[config.mk]
export PLATFORM = sky130hd
export DESIGN_NAME = module_status_recorder
export DESIGN_NICKNAME = d
export VERILOG_FILES = /design/src/rtl/mstatus_pkg.sv /design/src/rtl/mstatus_fifo.sv /design/src/rtl/module_status_recorder.sv
export SDC_FILE = /design/constraint.sdc
export NUM_CORES = 1
export LEC_CHECK = 0
export ABC_AREA = 1
export CAP_MARGIN = 25
export CELL_PAD_IN_SITES_DETAIL_PLACEMENT = 1
export CELL_PAD_IN_SITES_GLOBAL_PLACEMENT = 1
export CORE_MARGIN = 2
export CORE_UTILIZATION = 40
export DETAILED_ROUTE_END_ITERATION = 8
export MAX_ROUTING_LAYER = met4
export PLACE_DENSITY = 0.74
export SYNTH_ARGS = -nofsm -noshare
export SYNTH_HDL_FRONTEND = slang
export SYNTH_SLANG_ARGS = --single-unit
[constraint.sdc]
create_clock -name clock -period 5.7 [get_ports clock]
set_input_delay 1.14 -clock clock [delete_from_list [all_inputs] [get_ports clock]]
set_output_delay 1.14 -clock clock [all_outputs]
set_load 0.1 [all_outputs]
[src/rtl/mstatus_pkg.sv]
// Shared definitions for the module status recorder: FSM states, event flag
// bit positions and the default record layout.
package mstatus_pkg;

  localparam int MSTATUS_TS_W  = 32;
  localparam int MSTATUS_LAT_W = 16;

  localparam int FLAG_START  = 0;
  localparam int FLAG_READY  = 1;
  localparam int FLAG_DONE   = 2;
  localparam int FLAG_FINISH = 3;

  typedef enum logic [1:0] {
    ST_IDLE,
    ST_RUN,
    ST_HOLD,
    ST_FLUSHED
  } mstatus_state_t;

  typedef struct packed {
    logic [3:0]               flags;
    logic [MSTATUS_TS_W-1:0]  ts;
    logic [MSTATUS_LAT_W-1:0] lat;
    logic [MSTATUS_LAT_W-1:0] stall;
  } mstatus_rec_t;

endpackage

[src/rtl/mstatus_fifo.sv]
// Show-ahead synchronous record FIFO with occupancy level; accepts a push
// while full when the head is popped in the same cycle.
module mstatus_fifo
  import mstatus_pkg::*;
#(
  parameter type rec_t = mstatus_rec_t,
  parameter int  DEPTH = 8
) (
  input  logic                     clock,
  input  logic                     reset,
  input  logic                     push,
  input  rec_t                     push_rec,
  input  logic                     pop,
  output logic                     valid,
  output rec_t                     head_rec,
  output logic [$clog2(DEPTH):0]   level,
  output logic                     drop
);

  localparam int AW = $clog2(DEPTH);
  localparam int LW = AW + 1;

  rec_t           mem [DEPTH];
  rec_t           last_rec;
  logic [AW-1:0]  wr_ptr;
  logic [AW-1:0]  rd_ptr;
  logic           full;
  logic           pop_ok;
  logic           push_ok;

  assign valid   = (level != '0);
  assign full    = (level == LW'(DEPTH));
  assign pop_ok  = pop && valid;
  assign push_ok = push && (!full || pop_ok);
  assign drop    = push && full && !pop_ok;

  // Once drained, the outputs keep showing the last record that was popped.
  assign head_rec = valid ? mem[rd_ptr] : last_rec;

  always_ff @(posedge clock) begin
    if (push_ok) begin
      mem[wr_ptr] <= push_rec;
    end
  end

  always_ff @(posedge clock) begin
    if (reset) begin
      wr_ptr   <= '0;
      rd_ptr   <= '0;
      level    <= '0;
      last_rec <= '0;
    end else begin
      if (push_ok) begin
        wr_ptr <= wr_ptr + 1'b1;
      end
      if (pop_ok) begin
        rd_ptr   <= rd_ptr + 1'b1;
        last_rec <= mem[rd_ptr];
      end
      case ({push_ok, pop_ok})
        2'b10:   level <= level + 1'b1;
        2'b01:   level <= level - 1'b1;
        default: level <= level;
      endcase
    end
  end

endmodule

[src/rtl/module_status_recorder.sv]
// Turns an HLS block's ap_* handshake plus the run finish into timestamped event
// records queued for the status-dump stage. Optional MSTATUS_STALL_CNT_EN adds a start-stall counter.
module module_status_recorder
  import mstatus_pkg::*;
#(
  parameter int TS_W       = 32,
  parameter int LAT_W      = 16,
  parameter int FIFO_DEPTH = 8
) (
  input  logic                          clock,
  input  logic                          reset,
  input  logic                          ap_start,
  input  logic                          ap_ready,
  input  logic                          ap_done,
  input  logic                          ap_continue,
  input  logic                          finish,
  output logic                          rec_valid,
  input  logic                          rec_ready,
  output logic [3:0]                    rec_flags,
  output logic [TS_W-1:0]               rec_ts,
  output logic [LAT_W-1:0]              rec_lat,
  output logic [LAT_W-1:0]              rec_stall,
  output logic                          busy,
  output logic [$clog2(FIFO_DEPTH):0]   fifo_level,
  output logic [15:0]                   drop_cnt,
  output logic                          flushed
);

  typedef struct packed {
    logic [3:0]       flags;
    logic [TS_W-1:0]  ts;
    logic [LAT_W-1:0] lat;
    logic [LAT_W-1:0] stall;
  } rec_t;

  localparam logic [LAT_W-1:0] LAT_MAX = '1;

  mstatus_state_t   state, state_next;
  logic [TS_W-1:0]  ts;
  logic [LAT_W-1:0] lat, lat_next, lat_inc, ev_lat;
  logic [LAT_W-1:0] stall_cnt;
  logic [3:0]       flags;
  logic             push;
  logic             fifo_drop;
  rec_t             push_rec, head_rec;

  // Latency reported on DONE includes the done cycle itself (done_ts - start_ts).
  assign lat_inc = (lat == LAT_MAX) ? lat : lat + 1'b1;

  always_ff @(posedge clock) begin
    if (reset) begin
      state <= ST_IDLE;
    end else begin
      state <= state_next;
    end
  end

  always_comb begin
    state_next = state;
    flags      = '0;
    ev_lat     = '0;
    lat_next   = (state == ST_RUN || state == ST_HOLD) ? lat_inc : lat;
    if (finish && state != ST_FLUSHED) begin
      flags[FLAG_FINISH] = 1'b1;
      state_next         = ST_FLUSHED;
    end else begin
      case (state)
        ST_IDLE: begin
          if (ap_start) begin
            flags[FLAG_START] = 1'b1;
            flags[FLAG_READY] = ap_ready;
            lat_next          = '0;
            state_next        = ST_RUN;
          end
        end
        ST_RUN, ST_HOLD: begin
          if (state == ST_RUN && ap_start && ap_ready) begin
            flags[FLAG_READY] = 1'b1;
          end
          if (ap_done && ap_continue) begin
            flags[FLAG_DONE] = 1'b1;
            ev_lat           = lat_inc;
            if (ap_start) begin
              flags[FLAG_START] = 1'b1;
              lat_next          = '0;
              state_next        = ST_RUN;
            end else begin
              state_next = ST_IDLE;
            end
          end else if (state == ST_RUN && ap_done) begin
            state_next = ST_HOLD;
          end
        end
        default: begin
          state_next = state;
        end
      endcase
    end
  end

`ifdef MSTATUS_STALL_CNT_EN
  logic stall_cyc;
  assign stall_cyc = ap_start && !ap_ready && (state == ST_IDLE || state == ST_RUN);

  // A stalled record cycle already belongs to the next record's count.
  always_ff @(posedge clock) begin
    if (reset) begin
      stall_cnt <= '0;
    end else if (push) begin
      stall_cnt <= LAT_W'(stall_cyc);
    end else if (stall_cyc && stall_cnt != LAT_MAX) begin
      stall_cnt <= stall_cnt + 1'b1;
    end
  end
`else
  assign stall_cnt = '0;
`endif

  always_ff @(posedge clock) begin
    if (reset) begin
      ts       <= '0;
      lat      <= '0;
      drop_cnt <= '0;
      flushed  <= 1'b0;
    end else begin
      ts      <= ts + 1'b1;
      lat     <= lat_next;
      flushed <= (state == ST_FLUSHED) && (fifo_level == '0);
      if (fifo_drop && drop_cnt != 16'hFFFF) begin
        drop_cnt <= drop_cnt + 1'b1;
      end
    end
  end

  assign push           = |flags;
  assign push_rec.flags = flags;
  assign push_rec.ts    = ts;
  assign push_rec.lat   = ev_lat;
  assign push_rec.stall = stall_cnt;

  mstatus_fifo #(
    .rec_t (rec_t),
    .DEPTH (FIFO_DEPTH)
  ) u_fifo (
    .clock    (clock),
    .reset    (reset),
    .push     (push),
    .push_rec (push_rec),
    .pop      (rec_ready),
    .valid    (rec_valid),
    .head_rec (head_rec),
    .level    (fifo_level),
    .drop     (fifo_drop)
  );

  assign rec_flags = head_rec.flags;
  assign rec_ts    = head_rec.ts;
  assign rec_lat   = head_rec.lat;
  assign rec_stall = head_rec.stall;
  assign busy      = (state == ST_RUN) || (state == ST_HOLD);

endmodule
==> flow_metrics.env, run 1 <==
export IMPL_status="complete, no violations"
export IMPL_fin_util=0.465
export IMPL_worstSetupEndpoint="rec_flags[2]"
export IMPL_r2r_end="u_fifo.mem[2][20]"
export IMPL_synthFlopType="edfxtp_1"
export IMPL_whs_path_depth=1
export IMPL_via_count=16146
export IMPL_synth_avg_cell_area_sq_um=11.0
export IMPL_tns_ns=0
export IMPL_synth_top_area_share=0.545
export IMPL_ys_seq_elements=548
export IMPL_endpoint_kind="primary output"
export IMPL_drv_cap=0
export IMPL_synth_edff_count=416
export IMPL_cts_root_buf="clkbuf_16"
export IMPL_first_global_vias=17143
export IMPL_placedInstanceArea_sq_um=24300
export IMPL_drt_iter0_drc=949
export IMPL_n_fill_cell=6043
export IMPL_row_count=87
export IMPL_die_w_um=243
export IMPL_core_area_sq_um=56500
export IMPL_async_flop_share=0
export IMPL_layout_commonest_cell="edfxtp_1"
export IMPL_yosysWarnings=0
export IMPL_post_dp_hpwl_mm=36.0
export IMPL_hold_viol=0
export IMPL_antenna_found_initial=0
export IMPL_pwr_density_cell_nw_per_um2=607
export IMPL_seqCellArea_sq_um=15100
export IMPL_cpMaxStageDelayCell="buf_4"
export IMPL_synth_top_cell_by_area="edfxtp_1"
export IMPL_cts_hold_fix_buffers=0
export IMPL_worstPathRequired_ns=4.56
export IMPL_area_growth_pct=14.7
export IMPL_post_route_drc_count=0
export IMPL_arrival_ns=3.84
export IMPL_final_min_clock_period_ns=4.98
export IMPL_die_height_um=243
export IMPL_clock_sinks=548
export IMPL_via_per_inst=5.49
export IMPL_rsz0062_at_grt="no"
export IMPL_firstDrtPassIters=5
export IMPL_ys_seq_area_frac=0.660
export IMPL_grt_overflow=0
export IMPL_clock_skew_ns=0.0219
export IMPL_setup_viol=0
export IMPL_cts_tree="yes"
export IMPL_grt_max_degree=101
export IMPL_clk_latency_ns=0.62
export IMPL_cp_start_kind="register"
export IMPL_wire_per_inst_um=20.7
export IMPL_vdd_drop_max_v=0.000646
export IMPL_syn_cell_area_sq_um=22900
export IMPL_post_cts_buffers=0
export IMPL_ctsResizeCount=0
export IMPL_cts_path_max_buffers=3
export IMPL_crit_chain="buf_4 > buf_4 > nor2_1 > nor2_1 > o21ai_0 > o211ai_1 > o21ai_1 > o21ai_1 > buf_4"
export IMPL_grtUsageTotal=0.212
export IMPL_crit_top_cell="buf_4"
export IMPL_slowest_delay_ns=0.76
export IMPL_path_clk_slew_ns=0.06
export IMPL_crit_type="reg2out"
export IMPL_antennaDiodeCount=0
export IMPL_worstMarginPinSlew_ns=1.02
export IMPL_ant_nets=0
export IMPL_most_common_layout_cells="416 x edfxtp_1, 292 x nor2_1, 274 x o21ai_0, 215 x nand2_1, 129 x dfxtp_1"
export IMPL_synth_cell_type_count=46
export IMPL_cts_buffers=57
export IMPL_r2r_start="state[0]"
export IMPL_multi_input_area_sq_um=6910
export IMPL_p_leak_nw=8.92
export IMPL_drive_gt1_frac=0.0925
export IMPL_fmax_mhz=201
export IMPL_portBuffers=82
export IMPL_ff2ff_path_depth=9
export IMPL_htreeDepth=2
export IMPL_routabilityCongestion=0.827
export IMPL_synth_area_leaders="edfxtp_1 55%, dfxtp_1 12%, o21ai_0 6.0%, nor2_1 4.9%, nand2_1 3.5%"
export IMPL_grt_pass1_wl_mm=96.4
export IMPL_final_area_sq_um=26300
export IMPL_dieArea_sq_um=59200
export IMPL_rrSetupSlack_ns=1.89
export IMPL_totalWireLength_mm=60.8
export IMPL_p_total_mw=15.9
export IMPL_maxSlewHeadroom=0.320
export IMPL_start_util=0.406
export IMPL_ios=99
export IMPL_fin_crit_sh=0.874
export IMPL_nets=2156
export IMPL_synth_cells=2085
export IMPL_hp_class="reg2reg"
export IMPL_maxSlewViolCount=0
export IMPL_cp_max_fo=73
final cells by class:
cell class              instances  area share
flip-flops and latches        548       0.576
multi-input cells            1328       0.263
clock buffers                  81      0.0612
repair buffers                110      0.0377
well taps                     756      0.0360
clock inverters                27      0.0132
inverters                      90      0.0130
power breakdown:
group | leakage [nW] | switching, mW | internal [mW]
clock network | 0.965 | 1.56 | 2.33
logic | 2.94 | 5.33 | 1.41
registers | 5.01 | 0.320 | 4.99
total | 8.92 | 7.21 | 8.73
cells by family after synthesis:
family / Yosys count / synth area share
AOI/OAI and AO/OA: 589 / 0.139
and+or+nand+nor: 630 / 0.116
other: 1 / 0.000164
DFF: 548 / 0.660
adders and majority gates: 13 / 0.00742
xor gates and xnor gates: 28 / 0.0107
buffers and inverters: 224 / 0.0433
muxes: 52 / 0.0227
sequential cells by signal, indices dropped and copies added (netlist names), named ones only:
register / flops
u_fifo.mem: 416
drop_cnt: 16
u_fifo.last_rec: 52
flushed: 1
u_fifo.wr_ptr: 3
u_fifo.rd_ptr: 3
state: 2
u_fifo.level: 4
ts: 32
lat: 16
worst min-delay path by stage:
stage	start	to	slack, ns
after detailed placement	u_fifo.rd_ptr[2]	register	0.45
after floorplan	u_fifo.rd_ptr[2]	register	0.41
after global placement	u_fifo.rd_ptr[2]	register	0.42
after global routing	u_fifo.rd_ptr[2]	register	0.48
after CTS	u_fifo.rd_ptr[2]	register	0.45
final	u_fifo.rd_ptr[2]	register	0.46
cells in the mapped netlist, drive strengths merged (2+ instances only):
| cell | count |
|---|---|
| edfxtp | 416 |
| o21ai | 347 |
| nor2 | 307 |
| nand2 | 217 |
| dfxtp | 132 |
| a21oi | 126 |
| inv | 90 |
| clkbuf | 78 |
| o211ai | 59 |
| buf | 56 |
| mux2i | 52 |
| o22ai | 52 |
| nand3 | 49 |
| nand4 | 20 |
| nor3 | 17 |
| xor2 | 15 |
| xnor2 | 13 |
| ha | 12 |
| or2 | 9 |
| nand3b | 8 |
| a21o | 2 |
| nor3b | 2 |
critical path: cells and delay by family (launching register included):
kind	cells	cell delay (ns)
buf+inv	3	1.79
compound gates	4	0.63
flops	1	0.41
simple gates	2	0.31
layer usage:
metal / global-route usage / wire length (um)
met5: - / 0
met4: 0.0558 / 1110
met3: 0.0273 / 2350
met2: 0.365 / 31000
met1: 0.263 / 26400
stage by stage:
step / setup WS, ns / hold WS (ns) / instances
after floorplan: 0.119 / 0.412 / 2100
after global routing: 0.386 / 0.481 / 2940
after detailed placement: 1.37 / 0.447 / 2830
after global placement: 1.52 / 0.418 / 2830
after CTS: 0.659 / 0.455 / 2938
final: 0.718 / 0.460 / 2940
No activity file was read; power rests on OpenSTA's default activity.
==> run 2, diff against run 1 <==
--- a/config.mk
+++ b/config.mk
@@ -12,8 +12,10 @@
 export CORE_MARGIN = 2
 export CORE_UTILIZATION = 40
 export DETAILED_ROUTE_END_ITERATION = 8
+export DONT_BUFFER_PORTS = 1
 export MAX_ROUTING_LAYER = met4
-export PLACE_DENSITY = 0.74
+export PLACE_DENSITY = 0.72
 export SYNTH_ARGS = -nofsm -noshare
 export SYNTH_HDL_FRONTEND = slang
+export SYNTH_HIERARCHICAL = 1
 export SYNTH_SLANG_ARGS = --single-unit
==> flow_metrics.env, run 2 <==
export IMPL_post_dp_hpwl_mm=43.9
export IMPL_endpoint_kind="primary output"
export IMPL_regMostFlops="u_fifo/mem"
export IMPL_rsz0062_at_grt="no"
export IMPL_grtUsageTotal=0.209
export IMPL_placedInstanceArea_sq_um=30700
export IMPL_largest_reg_flops=544
export IMPL_cp_start_kind="register"
export IMPL_core_area_sq_um=70300
export IMPL_post_cts_buffers=0
export IMPL_worstSetupEndpoint="rec_stall[14]"
export IMPL_seqCellArea_sq_um=19300
export IMPL_routabilityCongestion=0.849
export IMPL_r2r_start="state[1]"
export IMPL_crit_chain="nor2_1 > nand2_2 > inv_6 > buf_4 > nand2_1 > o21ai_2 > buf_4"
export IMPL_wire_per_inst_um=19.6
export IMPL_slowest_delay_ns=0.70
export IMPL_final_min_clock_period_ns=5.06
export IMPL_crit_type="reg2out"
export IMPL_worstPathRequired_ns=4.56
export IMPL_antenna_found_initial=0
export IMPL_grt_overflow=0
export IMPL_most_common_layout_cells="544 x edfxtp_1, 513 x nor2_1, 349 x o21ai_0, 271 x nand2_1, 156 x o21ai_1"
export IMPL_totalWireLength_mm=74.5
export IMPL_final_area_sq_um=33200
export IMPL_worstMarginPinSlew_ns=1.29
export IMPL_multi_input_area_sq_um=8910
export IMPL_r2r_end="u_fifo/mem[6][20]"
export IMPL_synth_top_cell_by_area="edfxtp_1"
export IMPL_setup_viol=0
export IMPL_hold_viol=0
export IMPL_ff2ff_path_depth=14
export IMPL_htreeDepth=3
export IMPL_n_fill_cell=7573
export IMPL_holdWs_ns=0.459
export IMPL_synth_top_area_share=0.573
export IMPL_die_height_um=271
export IMPL_maxSlewHeadroom=0.139
export IMPL_cts_root_buf="clkbuf_16"
export IMPL_cp_max_fo=63
export IMPL_cpMaxStageDelayCell="inv_6"
export IMPL_rrSetupSlack_ns=1.47
export IMPL_synth_area_leaders="edfxtp_1 57%, dfxtp_1 10%, nor2_1 6.9%, o21ai_0 6.1%, o21ai_1 3.9%"
export IMPL_clk_latency_ns=0.62
export IMPL_yosysWarnings=6
export IMPL_layout_commonest_cell="edfxtp_1"
export IMPL_ys_seq_elements=692
export IMPL_fin_crit_sh=0.887
export IMPL_via_count=20185
export IMPL_cts_tree="yes"
export IMPL_first_global_vias=21371
export IMPL_post_route_drc_count=0
export IMPL_dieArea_sq_um=73400
export IMPL_synth_cell_type_count=39
export IMPL_syn_cell_area_sq_um=28500
export IMPL_antennaDiodeCount=0
export IMPL_crit_start="u_fifo/level[3]"
export IMPL_synth_edff_count=544
export IMPL_async_flop_share=0
export IMPL_ios=99
export IMPL_drt_iter0_drc=1321
export IMPL_reg_top3="u_fifo/mem: 544 flops, u_fifo/last_rec: 68 flops, ts: 32 flops"
export IMPL_area_growth_pct=16.6
export IMPL_via_per_inst=5.30
export IMPL_nets=2830
export IMPL_firstDrtPassIters=5
export IMPL_ctsResizeCount=0
export IMPL_synthFlopType="edfxtp_1"
export IMPL_post_synth_top_count_cell="edfxtp_1"
export IMPL_maxSlewViolCount=0
export IMPL_ys_top_cells_by_count="544 x edfxtp_1, 521 x nor2_1, 349 x o21ai_0"
export IMPL_portBuffers=0
export IMPL_start_util=0.406
export IMPL_arrival_ns=3.92
export IMPL_drv_cap=0
export IMPL_cts_hold_fix_buffers=0
export IMPL_clock_skew_ns=0.0319
export IMPL_ant_nets=0
export IMPL_synth_cells=2656
export IMPL_synth_avg_cell_area_sq_um=10.7
export IMPL_ys_seq_area_frac=0.677
export IMPL_crit_top_cell="buf_4"
export IMPL_status="complete, no violations"
export IMPL_path_clk_slew_ns=0.05
export IMPL_cts_buffers=75
export IMPL_grt_pass1_wl_mm=118
export IMPL_grt_max_degree=254
export IMPL_clock_sinks=692
export IMPL_drive_gt1_frac=0.114
export IMPL_tns_ns=0
export IMPL_fmax_mhz=198
export IMPL_row_count=97
export IMPL_hp_class="reg2reg"
export IMPL_cts_path_max_buffers=3
export IMPL_die_w_um=271
## run 2: changes by cell type after synthesis, moves of 52 or more
cell      before  now
edfxtp_1     416  544
mux2i_1       52    0
nand2_1      215  271
nor2_1       300  521
o21ai_0      274  349
o21ai_1       73  224
o22ai_1       52    0
## run 2: metrics by stage
stage | util | setup slack (ns) | std cells
after floorplan | - | -0.274 | 2783
after global placement | 0.436 | 1.42 | 3666
after detailed placement | 0.437 | 1.22 | 3670
after CTS | 0.472 | 0.577 | 3806
after global routing | 0.473 | 0.423 | 3810
final | 0.473 | 0.645 | 3810
## run 2: worst min-delay path by stage
stage / start / end / slack (ns) / cells past startpoint
after floorplan: u_fifo/rd_ptr[2] / register / 0.43 / 2
after global placement: u_fifo/rd_ptr[2] / register / 0.43 / 2
after detailed placement: u_fifo/rd_ptr[2] / register / 0.46 / 2
after CTS: u_fifo/rd_ptr[2] / register / 0.47 / 2
after global routing: u_fifo/rd_ptr[2] / register / 0.48 / 2
final: u_fifo/rd_ptr[2] / register / 0.46 / 2
## run 2: metal layers
layer / share of wire / track usage / up-vias / wire length (um)
met4: 0.024 / 0.0672 / 0 / 1780
met3: 0.045 / 0.0328 / 113 / 3330
met1: 0.43 / 0.255 / 10141 / 32000
li1: - / - / 9561 / -
met5: 0 / - / - / 0
met2: 0.50 / 0.354 / 370 / 37300
## run 2: worst max-delay path, delay by kind of cell (launching register included)
| family | cells | cell delay (ns) |
|---|---|---|
| buffers and inverters | 3 | 1.55 |
| and+or+nand+nor | 3 | 0.94 |
| DFF | 1 | 0.68 |
| AOI/OAI and AO/OA | 1 | 0.09 |
## run 2: cell type report
cell class | instances | area share
clock inverter | 34 | 0.00978
timing repair buffer | 107 | 0.0323
inverter | 90 | 0.0105
multi-input combinational | 1845 | 0.268
tap | 940 | 0.0354
clock buffer | 102 | 0.0632
sequential | 692 | 0.581
## run 2: cells by family after synthesis
group | after synthesis | synth area share
simple gates | 897 | 0.127
compound gates | 783 | 0.145
flops | 692 | 0.677
buf+inv | 246 | 0.0384
xor+xnor | 26 | 0.00799
fa+ha+maj | 11 | 0.00483
other cells | 1 | 0.000132
Power of run 2 is left out: the tool's default activity adds up to more than one toggle a clock period on the data nets, which glitch-free logic cannot reach.
==> run 3, diff against run 2 <==
--- a/config.mk
+++ b/config.mk
@@ -9,6 +9,7 @@
 export CAP_MARGIN = 25
 export CELL_PAD_IN_SITES_DETAIL_PLACEMENT = 1
 export CELL_PAD_IN_SITES_GLOBAL_PLACEMENT = 1
+export CORE_ASPECT_RATIO = 0.6
 export CORE_MARGIN = 2
 export CORE_UTILIZATION = 40
 export DETAILED_ROUTE_END_ITERATION = 8
==> flow_metrics.env, run 3 (synthesis results as in run 2) <==
export IMPL_endpoint_kind="primary output"
export IMPL_firstDrtPassIters=7
export IMPL_arrival_ns=3.56
export IMPL_wl_met1_mm=36.4
export IMPL_die_w_um=349
export IMPL_drt_iter0_drc=1634
export IMPL_final_min_clock_period_ns=4.70
export IMPL_seqPwrFrac=0.322
export IMPL_totalWireLength_mm=77.6
export IMPL_crit_type="reg2out"
export IMPL_grt_max_degree=237
export IMPL_htreeDepth=3
export IMPL_reg_top3="u_fifo/mem: 544 flops, u_fifo/last_rec: 68 flops, ts: 32 flops"
export IMPL_dpl_worst_slack_ns=1.26
export IMPL_rsz0062_at_grt="no"
export IMPL_fmax_mhz=213
export IMPL_cts_path_max_buffers=3
export IMPL_p_leak_nw=11.5
export IMPL_holdWs_ns=0.463
export IMPL_drv_cap=0
export IMPL_maxSlewViolCount=0
export IMPL_via_per_inst=5.40
export IMPL_p_int_mw=10.9
export IMPL_worstSetupEndpoint="rec_flags[0]"
export IMPL_area_growth_pct=16.5
export IMPL_hp_class="reg2reg"
export IMPL_n_fill_cell=7563
export IMPL_r2r_end="u_fifo/mem[0][7]"
export IMPL_wl_met2_mm=35.5
export IMPL_status="complete, no violations"
export IMPL_multi_input_area_sq_um=8910
export IMPL_cp_max_fo=236
export IMPL_dieArea_sq_um=73500
export IMPL_setup_viol=0
export IMPL_row_count=75
export IMPL_core_area_sq_um=70200
export IMPL_fin_ws_ns=0.996
export IMPL_cts_hold_fix_buffers=0
export IMPL_clk_latency_ns=0.62
export IMPL_tns_ns=0
export IMPL_wire_per_inst_um=20.4
export IMPL_p_sw_mw=9.80
export IMPL_maxSlewHeadroom=0.269
export IMPL_p_comb_frac=0.450
export IMPL_ios=99
export IMPL_post_route_drc_count=0
export IMPL_vdd_drop_max_v=0.000650
export IMPL_largest_reg_flops=544
export IMPL_rrSetupSlack_ns=1.44
export IMPL_seqCellArea_sq_um=19300
export IMPL_post_dp_hpwl_mm=46.7
export IMPL_antennaDiodeCount=0
export IMPL_p_clk_frac=0.227
export IMPL_grtUsageTotal=0.218
export IMPL_cts_tree="yes"
export IMPL_grt_pass1_wl_mm=121
export IMPL_clock_skew_ns=0.0270
export IMPL_routabilityCongestion=0.874
export IMPL_cts_buffers=69
export IMPL_top_layer="met4"
export IMPL_start_util=0.406
export IMPL_via_count=20482
export IMPL_fin_crit_sh=0.825
export IMPL_whs_path_depth=1
export IMPL_clock_sinks=692
export IMPL_antenna_found_initial=0
export IMPL_die_height_um=211
export IMPL_most_common_layout_cells="544 x edfxtp_1, 513 x nor2_1, 349 x o21ai_0, 271 x nand2_1, 156 x o21ai_1"
export IMPL_cts_root_buf="clkbuf_16"
export IMPL_path_clk_slew_ns=0.06
export IMPL_post_cts_buffers=0
export IMPL_grt_overflow=0
export IMPL_regMostFlops="u_fifo/mem"
export IMPL_hold_viol=0
export IMPL_drive_gt1_frac=0.116
export IMPL_worstPathRequired_ns=4.56
export IMPL_ff2ff_path_depth=14
export IMPL_pwr_density_cell_nw_per_um2=624
export IMPL_nets=2833
export IMPL_worstMarginPinSlew_ns=1.10
export IMPL_portBuffers=0
export IMPL_layout_commonest_cell="edfxtp_1"
export IMPL_ant_nets=0
export IMPL_cp_start_kind="register"
export IMPL_first_global_vias=21172
export IMPL_ctsResizeCount=0
export IMPL_r2r_start="state[0]"
export IMPL_p_sw_frac=0.473
export IMPL_wl_met3_mm=4.25
-- run 3: changes by cell type in the layout (fill, tap and decap cells not counted), moves of 3 or more --
cell       delta
clkbuf_16     -5
buf_16        +4
buf_4         +5
bufinv_16     +3
clkbuf_8      -4
clkinv_1      -5
clkinv_2      +3
-- run 3: worst min path at each step --
stage / startpoint / endpoint / slack [ns]
after floorplan: u_fifo/rd_ptr[2] / register / 0.43
after global placement: u_fifo/rd_ptr[2] / register / 0.44
after detailed placement: u_fifo/rd_ptr[2] / register / 0.47
after CTS: u_fifo/rd_ptr[0] / register / 0.47
after global routing: u_fifo/rd_ptr[0] / register / 0.50
final: u_fifo/rd_ptr[0] / register / 0.46
-- run 3: cell type report --
class | instances | area share
Clock buffer | 91 | 0.0576
Clock inverter | 36 | 0.0121
Inverter | 90 | 0.0105
Multi-Input combinational cell | 1845 | 0.268
Sequential cell | 692 | 0.581
Tap cell | 924 | 0.0348
Timing Repair Buffer | 116 | 0.0356
-- run 3: power groups by stage --
stage	registers (mW)	clock network [mW]	logic, mW
3_3_place_gp	6.74	0	9.10
3_5_place_dp	6.79	0	9.36
2_1_floorplan	6.73	0	6.83
4_1_cts	6.69	4.81	9.39
6_report	6.68	4.71	9.33
5_1_grt	6.77	5.01	9.96
-- run 3: per-layer routing --
metal / up-vias / track usage
li1: 9583 / -
met1: 10342 / 0.304
met2: 460 / 0.336
met3: 97 / 0.0374
met4: 0 / 0.0483
met5: - / -
-- run 3: per-stage QoR --
step	area [sq um]	util	cells	power (mW)
6_report	33200	0.473	3794	20.7
2_1_floorplan	29000	-	2783	13.6
3_3_place_gp	30600	0.436	3653	15.8
3_5_place_dp	30700	0.437	3656	16.2
5_1_grt	33200	0.473	3794	21.7
4_1_cts	33000	0.470	3783	20.9
-- run 3: critical path, stage by stage, from the launching register on --
cell      delay [ns]
dfxtp_4         0.62
buf_12          0.78
o21ai_0         0.28
o211ai_1        0.24
o21ai_1         0.31
o21ai_2         0.26
buf_4           0.32
